[src/rtl/grid_sampler.sv]
// grid_sampler: maps painted screen points inside the drawing box onto a 14x14
// binary bitmap, holds it, and streams it out one cell per valid/ready beat.
// Ports:
//   CLOCK_50   in   system clock, rising edge
//   resetn     in   asynchronous active-low reset
//   paint      in   pulse: set the cell under (px,py)
//   px, py     in   9-bit screen coordinate of the paint point
//   clear      in   pulse: zero the whole bitmap (wins over start/paint)
//   start      in   pulse: stream the bitmap out
//   out_ready  in   consumer accepts the current beat
//   out_valid  out  out_pixel/out_index/out_last are valid
//   out_pixel  out  cell value, row-major order
//   out_index  out  cell index row*COLS+col
//   out_last   out  high with out_valid on the final cell
//   busy       out  FSM is not idle
//   cell_count out  number of cells currently set
module grid_sampler #(
    parameter logic [8:0] XMIN   = 9'd89,
    parameter logic [8:0] YMIN   = 9'd33,
    parameter logic [8:0] CELL_W = 9'd10,
    parameter logic [8:0] CELL_H = 9'd14,
    parameter int         COLS   = 14,
    parameter int         ROWS   = 14
) (
    input  logic       CLOCK_50,
    input  logic       resetn,
    input  logic       paint,
    input  logic [8:0] px,
    input  logic [8:0] py,
    input  logic       clear,
    input  logic       start,
    input  logic       out_ready,
    output logic       out_valid,
    output logic       out_pixel,
    output logic [7:0] out_index,
    output logic       out_last,
    output logic       busy,
    output logic [7:0] cell_count
);
    localparam int         NCELL = COLS * ROWS;
    localparam logic [7:0] LAST  = 8'(NCELL - 1);
    localparam logic [8:0] XMAX  = XMIN + 9'(COLS) * CELL_W - 9'd1;
    localparam logic [8:0] YMAX  = YMIN + 9'(ROWS) * CELL_H - 9'd1;

    typedef enum logic [2:0] {IDLE, MAP, WRITE, CLEAR, STREAM} state_t;

    state_t     state, state_nx;
    logic       mem [NCELL];
    logic [7:0] ptr, idx, next_index;
    logic [8:0] rx, ry;
    logic [3:0] cx, cy;
    logic       in_box, map_done, beat;

    assign in_box     = px >= XMIN && px <= XMAX && py >= YMIN && py <= YMAX;
    assign map_done   = rx < CELL_W && ry < CELL_H;
    assign idx        = {4'd0, cy} * 8'(COLS) + {4'd0, cx};
    assign next_index = out_index + 8'd1;
    assign beat       = out_valid && out_ready;
    assign busy       = state != IDLE;

    always_ff @(posedge CLOCK_50 or negedge resetn)
        if (!resetn) state <= CLEAR;
        else         state <= state_nx;

    // clear pre-empts every state, including an in-progress sweep (which restarts)
    always_comb begin
        state_nx = state;
        case (state)
            IDLE:    state_nx = clear ? CLEAR : start ? STREAM : (paint && in_box) ? MAP : IDLE;
            MAP:     state_nx = clear ? CLEAR : map_done ? WRITE : MAP;
            WRITE:   state_nx = clear ? CLEAR : IDLE;
            CLEAR:   state_nx = (!clear && ptr == LAST) ? IDLE : CLEAR;
            STREAM:  state_nx = clear ? CLEAR : (beat && out_index == LAST) ? IDLE : STREAM;
            default: state_nx = IDLE;
        endcase
    end

    always_ff @(posedge CLOCK_50 or negedge resetn)
        if (!resetn) begin
            ptr        <= 8'd0;
            cell_count <= 8'd0;
            out_valid  <= 1'b0;
            out_last   <= 1'b0;
            out_index  <= 8'd0;
            out_pixel  <= 1'b0;
            rx         <= 9'd0;
            ry         <= 9'd0;
            cx         <= 4'd0;
            cy         <= 4'd0;
        end else if (clear) begin
            ptr        <= 8'd0;
            cell_count <= 8'd0;
            out_valid  <= 1'b0;
            out_last   <= 1'b0;
        end else begin
            case (state)
                CLEAR: ptr <= (ptr == LAST) ? 8'd0 : ptr + 8'd1;
                IDLE:
                    if (start) begin
                        out_valid <= 1'b1;
                        out_index <= 8'd0;
                        out_last  <= 1'b0;
                        out_pixel <= mem[0];
                    end else if (paint && in_box) begin
                        rx <= px - XMIN;
                        ry <= py - YMIN;
                        cx <= 4'd0;
                        cy <= 4'd0;
                    end
                // repeated subtraction replaces a divider; x and y run in parallel
                MAP: begin
                    if (rx >= CELL_W) begin
                        rx <= rx - CELL_W;
                        cx <= cx + 4'd1;
                    end
                    if (ry >= CELL_H) begin
                        ry <= ry - CELL_H;
                        cy <= cy + 4'd1;
                    end
                end
                WRITE:
                    if (!mem[idx] && cell_count != 8'(NCELL))
                        cell_count <= cell_count + 8'd1;
                // next cell is fetched on acceptance so the beat after is ready in one cycle
                STREAM:
                    if (beat) begin
                        if (out_index == LAST) begin
                            out_valid <= 1'b0;
                            out_last  <= 1'b0;
                        end else begin
                            out_index <= next_index;
                            out_pixel <= mem[next_index];
                            out_last  <= next_index == LAST;
                        end
                    end
                default: ;
            endcase
        end

    // bitmap storage is deliberately unreset; the CLEAR sweep zeroes it
    always_ff @(posedge CLOCK_50)
        if (state == CLEAR)
            mem[ptr] <= 1'b0;
        else if (state == WRITE && !clear)
            mem[idx] <= 1'b1;
endmodule

[config.mk]
export PLATFORM = sky130hd
export DESIGN_NAME = grid_sampler
export DESIGN_NICKNAME = d
export VERILOG_FILES = /design/src/rtl/grid_sampler.sv
export SDC_FILE = /design/constraint.sdc
export NUM_CORES = 1
export LEC_CHECK = 0
export BUFFER_PORTS_ARGS = -buffer_cell sky130_fd_sc_hd__buf_2
export CAP_MARGIN = 10
export CORE_MARGIN = 2
export CORE_UTILIZATION = 41
export CTS_CLUSTER_SIZE = 20
export DETAILED_ROUTE_END_ITERATION = 10
export GPL_TIMING_DRIVEN = 0
export PLACE_DENSITY = 0.59
export RECOVER_POWER = 50
export SLEW_MARGIN = 20
export SYNTH_ARGS = -nofsm -noshare
export SYNTH_HDL_FRONTEND = slang
export SYNTH_SLANG_ARGS = --single-unit
[constraint.sdc]
create_clock -name CLOCK_50 -period 7.15 [get_ports CLOCK_50]
set_input_delay 1.0725 -clock CLOCK_50 [delete_from_list [all_inputs] [get_ports CLOCK_50]]
set_output_delay 1.0725 -clock CLOCK_50 [all_outputs]
set_load 0.1 [all_outputs]
* Word-level counts from Yosys, hierarchy flattened
Memory sizes are Yosys's and may differ from the RTL's. Index checks and enable logic that the tools add are counted.
Word-level totals: register bits after elaboration 56, bits in writable memories 196, output and inout bits 20, memories 1
Cells by class: $add $sub $neg 10, $mul 1, $lt $le $gt $ge 8, equality and inequality tests 18, mux-type cells 56, bitwise logic cells 1, reductions and logical operators 27
Memory list:
- mem | words 196, bits a word 1, read ports 3, clocked after Yosys merged registers in 0, wr ports 1, line 48 | logic mem [NCELL];
Operators with widths (number):
- $mux W8 | 10
- $mux W9 | 6
- $pmux W9 S2 | 2
- $add A8 B1 Y8 const B | 3
- $eq A8 B8 Y1 const B | 3
- $mux W1 | 19
- $ge A9 B4 Y1 const B | 2
- $le A9 B8 Y1 const B | 2
- $lt A9 B4 Y1 const B | 2
- $sub A9 B4 Y9 const B | 2
- $mux W4 | 4
- $pmux W4 S2 | 2
- $pmux W8 S2 | 1
- $pmux W3 S5 | 1
- $reduce_and A5 Y1 | 3
- $ne A2 B2 Y1 const B | 7
- $mux W3 | 4
- $logic_and A1 B1 Y1 | 10
- $reduce_bool A2 Y1 | 5
- $ge A9 B6 Y1 const B | 1
- $ge A9 B7 Y1 const B | 1
- $ne A3 B3 Y1 const B | 3
- $sub A9 B6 Y9 const B | 1
- $sub A9 B7 Y9 const B | 1
- other kinds (17) | 26

* Depth between registers and ports, before layout
word-level depth 9, gate-level depth with buffers 14, depth with buffers taken out 12

* Worst setup path after synthesis
Ideal clock, no wire load.
path kind input -> register, start point in clear, end point mem mem[115], enable pin, setup time 0.254 ns, data arrival time 6.197 ns, required time 6.896 ns, path slack 0.699 ns, stages 8, buffers on the path 2, cell sequence nor2_1 > nand3_1 > inv_1 > clkbuf_1 > o21ai_0 > nand2_1 > clkbuf_1 > nor2_1
Between the ends: word-level cells in the longest chain between the ends 7
Ends and longest elaborated chain:
- start, declared | line 30 | input logic clear,
- $logic_not A1 Y1 * | line 144 | else if (state == WRITE && !clear)
- $logic_and A1 B1 Y1 * | line 144
- $mux W1 * | line 144
- $mux W1 * | line 142 | if (state == CLEAR)
- $mux W1 (implied by the code) * | line 145 | mem[idx] <= 1'b1;
- $reduce_or A1 Y1 (no source line)
- $mux W8 (no source line) / $mux W1 (equally long branches)
- end, declared | line 48
Mark *: on every way between the ends. The rest lies on a longest branch, timed or not.

* Worst setup path in the final report
start point in clear, end point mem mem[147], data pin
Between the ends: word-level cells in the longest chain between the ends 7
Ends and longest elaborated chain (line):
- $logic_not A1 Y1 | 144
- $logic_and A1 B1 Y1 | 144
- $mux W1 | 144
- $mux W1 | 142
- $mux W1 (implied by the code) | 145
- $reduce_or A1 Y1 (no source line)
- $mux W1 (no source line)
Every way passes these cells.

==> metrics.md <==
| Metric | Value |
|---|---|
| Switch share | 0.287 |
| Crit-path slowest cell | clkdlybuf4s25_1 |
| Worst Tran Pin Value | 3.11 ns |
| DRC Markers | 0 |
| Final core area utilization | 0.465 |
| PnR worst setup slack | 1.11 ns |
| Type of the worst setup path | input port to flip-flop |
| Post-layout minimum cycle time | 6.04 ns |
| Flops & latches, synth | 252 |
| IR drop worst, VDD | 0.000175 V |
| Post-synth top area cell | edfxtp_1 |
| Pint | 2.75 mW |
| Net Sw Power | 1.11 mW |
| Nets | 1323 |
| Top-area cell type share of the netlist area | 0.411 |
| Reg2Reg Capture Point | out_pixel |
| R2r startpoint | out_index[0] |
| # H-tree levels | 1 |
| Synth area leaders | edfxtp_1, mux4_2, dfrtp_1 |
| Dpl ws | 1.31 ns |
| Global-route wire length before repair | 63500 µm |
| Synth Area per Inst | 12.0 µm² |
| Root buffer selected by CTS | clkbuf_16 |
| Share of post-route cells with drive strength above 1 | 0.169 |
| Core ar. | 34500 µm² |
| CTS sink count | 252 |
| ANT cells | 0 |
| Vias in the first global route | 10.3k |
| Largest net degree at the start of global routing | 85 |
| Fin Setup TNS | 0 ns |
| Final setup violation count | 0 |
| CP peak stage delay | 2.21 ns |
| Setup bufs post-CTS | 0 |
| Top-count cell post-synth | nor2_1 |
| Worst setup EP type | flip-flop |
| Total CTS buffers | 28 |
| Total number of vias | 10.5k |
| RSZ-0062 raised after global routing | no |
| Total die area | 36400 µm² |
| Final hold viol count | 0 |
| Number of enable flip-flop cells after synthesis | 196 |
| Core Rows | 68 |
| Ys Warns | 0 |
| Outcome | complete, but fails checks |
| Worst skew pair latency | 0.56 ns |
| Sequential share of power | 0.429 |
| Initial drt markers | 1165 |
| Initial cell density of the core | 0.415 |
| Commonest cells post-synth | nor2_1, edfxtp_1, mux4_2, nand2_1 |
| Cell breakdown of the critical path | clkbuf_1 > nor2_1 > nand3_1 > inv_1 > clkbuf_1 > buf_16 > clkdlybuf4s25_1 |
| Average wire per standard cell | 24.0 µm |
| DP HPWL | 29100 µm |
| Clock Path Buffers | 3 |
| Max Fclk | 166 MHz |
| Reg2reg path depth | 14 |
| Worst R2R Setup Slack | 1.34 ns |
| Die height | 191 µm |
| Violated checks | capacitance limit, slew limit |
| Hold buffer count at CTS | 0 |
| HP Start | out_last |
| Antenna violations before repair | 0 |
| Die width | 191 µm |
| Worst-path clk slew | 0.07 ns |
| Final period utilization | 0.845 |
| Pleak | 5.57 nW |
| Top Ports | 44 |
| Max cap viols | 3 |
| Fraction of registers with async set/reset | 0.222 |
| Congestion Overflow GR | 0 |
| Seq/Total Area, Yosys | 0.510 |
| Crit. path cell count | 7 |
| Hold Crit Endpoint | out_last |
| Fin area | 16000 µm² |
| PwrDens | 241 nW/µm² |
| Worst Path Max Fanout | 84 |
| CP arrival | 5.99 ns |
| Final ANT Viol Nets | 0 |
| WL final | 42000 µm |
| Layout area overhead | 12.0% |
| Req. time, crit path | 7.11 ns |
| Clock network power share | 0.370 |
| Syn nets | 1247 |
| CTS tree | done |
| RePlAce Congestion | 0.918 |
| Post-cts sizing count | 0 |
| PortBufs | 43 |
| Synth cell types | 72 |
| Combinational power share | 0.201 |
| Delay-heaviest family, CP | buffers and inverters |
| WHS Path Cells | 2 |
| Hold Crit Class | flip-flop to flip-flop |
| Tot GR Track Use | 0.233 |
| Worst Skew | 0.0219 ns |
| Relative slew slack | -1.07 |
| Initial DRT Pass Iterations | 5 |
| Cell count after synthesis | 1194 |
| Critical path's most frequent cell | clkbuf_1 |
| CP Launch Type | input port |
| Synth Cell Area | 14300 µm² |
| Placed cell area | 15200 µm² |
| Top FF cell, synth | edfxtp_1 |
| Number of vias per cell | 6.01 |
| Buf/Inv on CP | 5 |
| Final count of pins violating max slew | 187 |
==> worst max-delay path by stage <==
stage,from,end,slack [ns]
3_5_place_dp,out_index[0],out_pixel,1.31
4_1_cts,out_index[0],out_pixel,1.28
5_1_grt,clear,mem[54],0.63
2_1_floorplan,clear,mem[115],0.70
3_3_place_gp,clear,mem[3],-3.64
6_report,clear,mem[147],1.11
==> cell families after synthesis <==
group	Yosys count	synth area share
simple gates	469	0.143
flops	252	0.510
compound gates	167	0.0764
mux	137	0.190
buf+inv	107	0.0319
xor+xnor	33	0.0207
fa+ha+maj	29	0.0280
==> power groups by stage <==
stage	logic (mW)	registers (mW)	clock network [mW]
6_report	0.775	1.66	1.43
5_1_grt	0.828	1.66	1.50
4_1_cts	0.774	1.65	1.44
3_5_place_dp	0.770	1.68	0
3_3_place_gp	0.766	1.68	0
2_1_floorplan	0.514	1.70	0
==> layout by cell type, fill, tap and decap left out, types with 8 or more instances in the layout <==
cell type	n
or4_1	8
clkbuf_1	82
mux4_2	107
nand2b_1	13
nand3_1	27
buf_2	41
ha_1	24
xor2_1	13
clkbuf_16	28
nand2_1	96
xnor2_1	17
nor2_1	249
nor3_1	24
dfrtp_1	54
edfxtp_1	196
a21oi_1	32
o31ai_1	12
mux2i_1	22
o21ai_0	56
nand4_1	9
inv_1	24
==> routing by layer <==
layer	track usage	share of wire	wire length (µm)
met3	0.0379	0.079	3300
met5	0	0	0
met2	0.387	0.48	20100
met4	0.0754	0.033	1390
met1	0.314	0.41	17200
==> tightest hold or removal path, cell delays in order (launching register included) <==
cell and delay [ns]:
dfrtp_1 0.34, nand2_1 0.04, o21ai_0 0.06
==> layout make-up <==
class,instances,area (µm²)
clock inverter,18,176
sequential,252,7290
clock buffer,33,719
timing repair buffer,46,236
multi-input combinational,835,6570
buffer,81,359
inverter,26,97.6
fill,3150,18400
tap,455,569
==> state kept, by name (all words and copies together), names as in the netlist <==
| name | flops |
|---|---|
| mem | 196 |
| rx | 9 |
| ry | 9 |
| cell_count | 8 |
| out_index | 8 |
| ptr | 8 |
| cx | 4 |
| cy | 4 |
| state | 3 |
| out_last | 1 |
| out_pixel | 1 |
| out_valid | 1 |
==> stage by stage <==
step | cells | total power, mW | hold slack, ns
final | 1746 | 3.86 | 0.478
after floorplan | 1194 | 2.21 | 0.440
after global routing | 1746 | 3.99 | 0.524
after global placement | 1692 | 2.45 | 0.470
after CTS | 1746 | 3.87 | 0.485
after detailed placement | 1695 | 2.45 | 0.471
No activity file was read; power rests on OpenSTA's default activity.
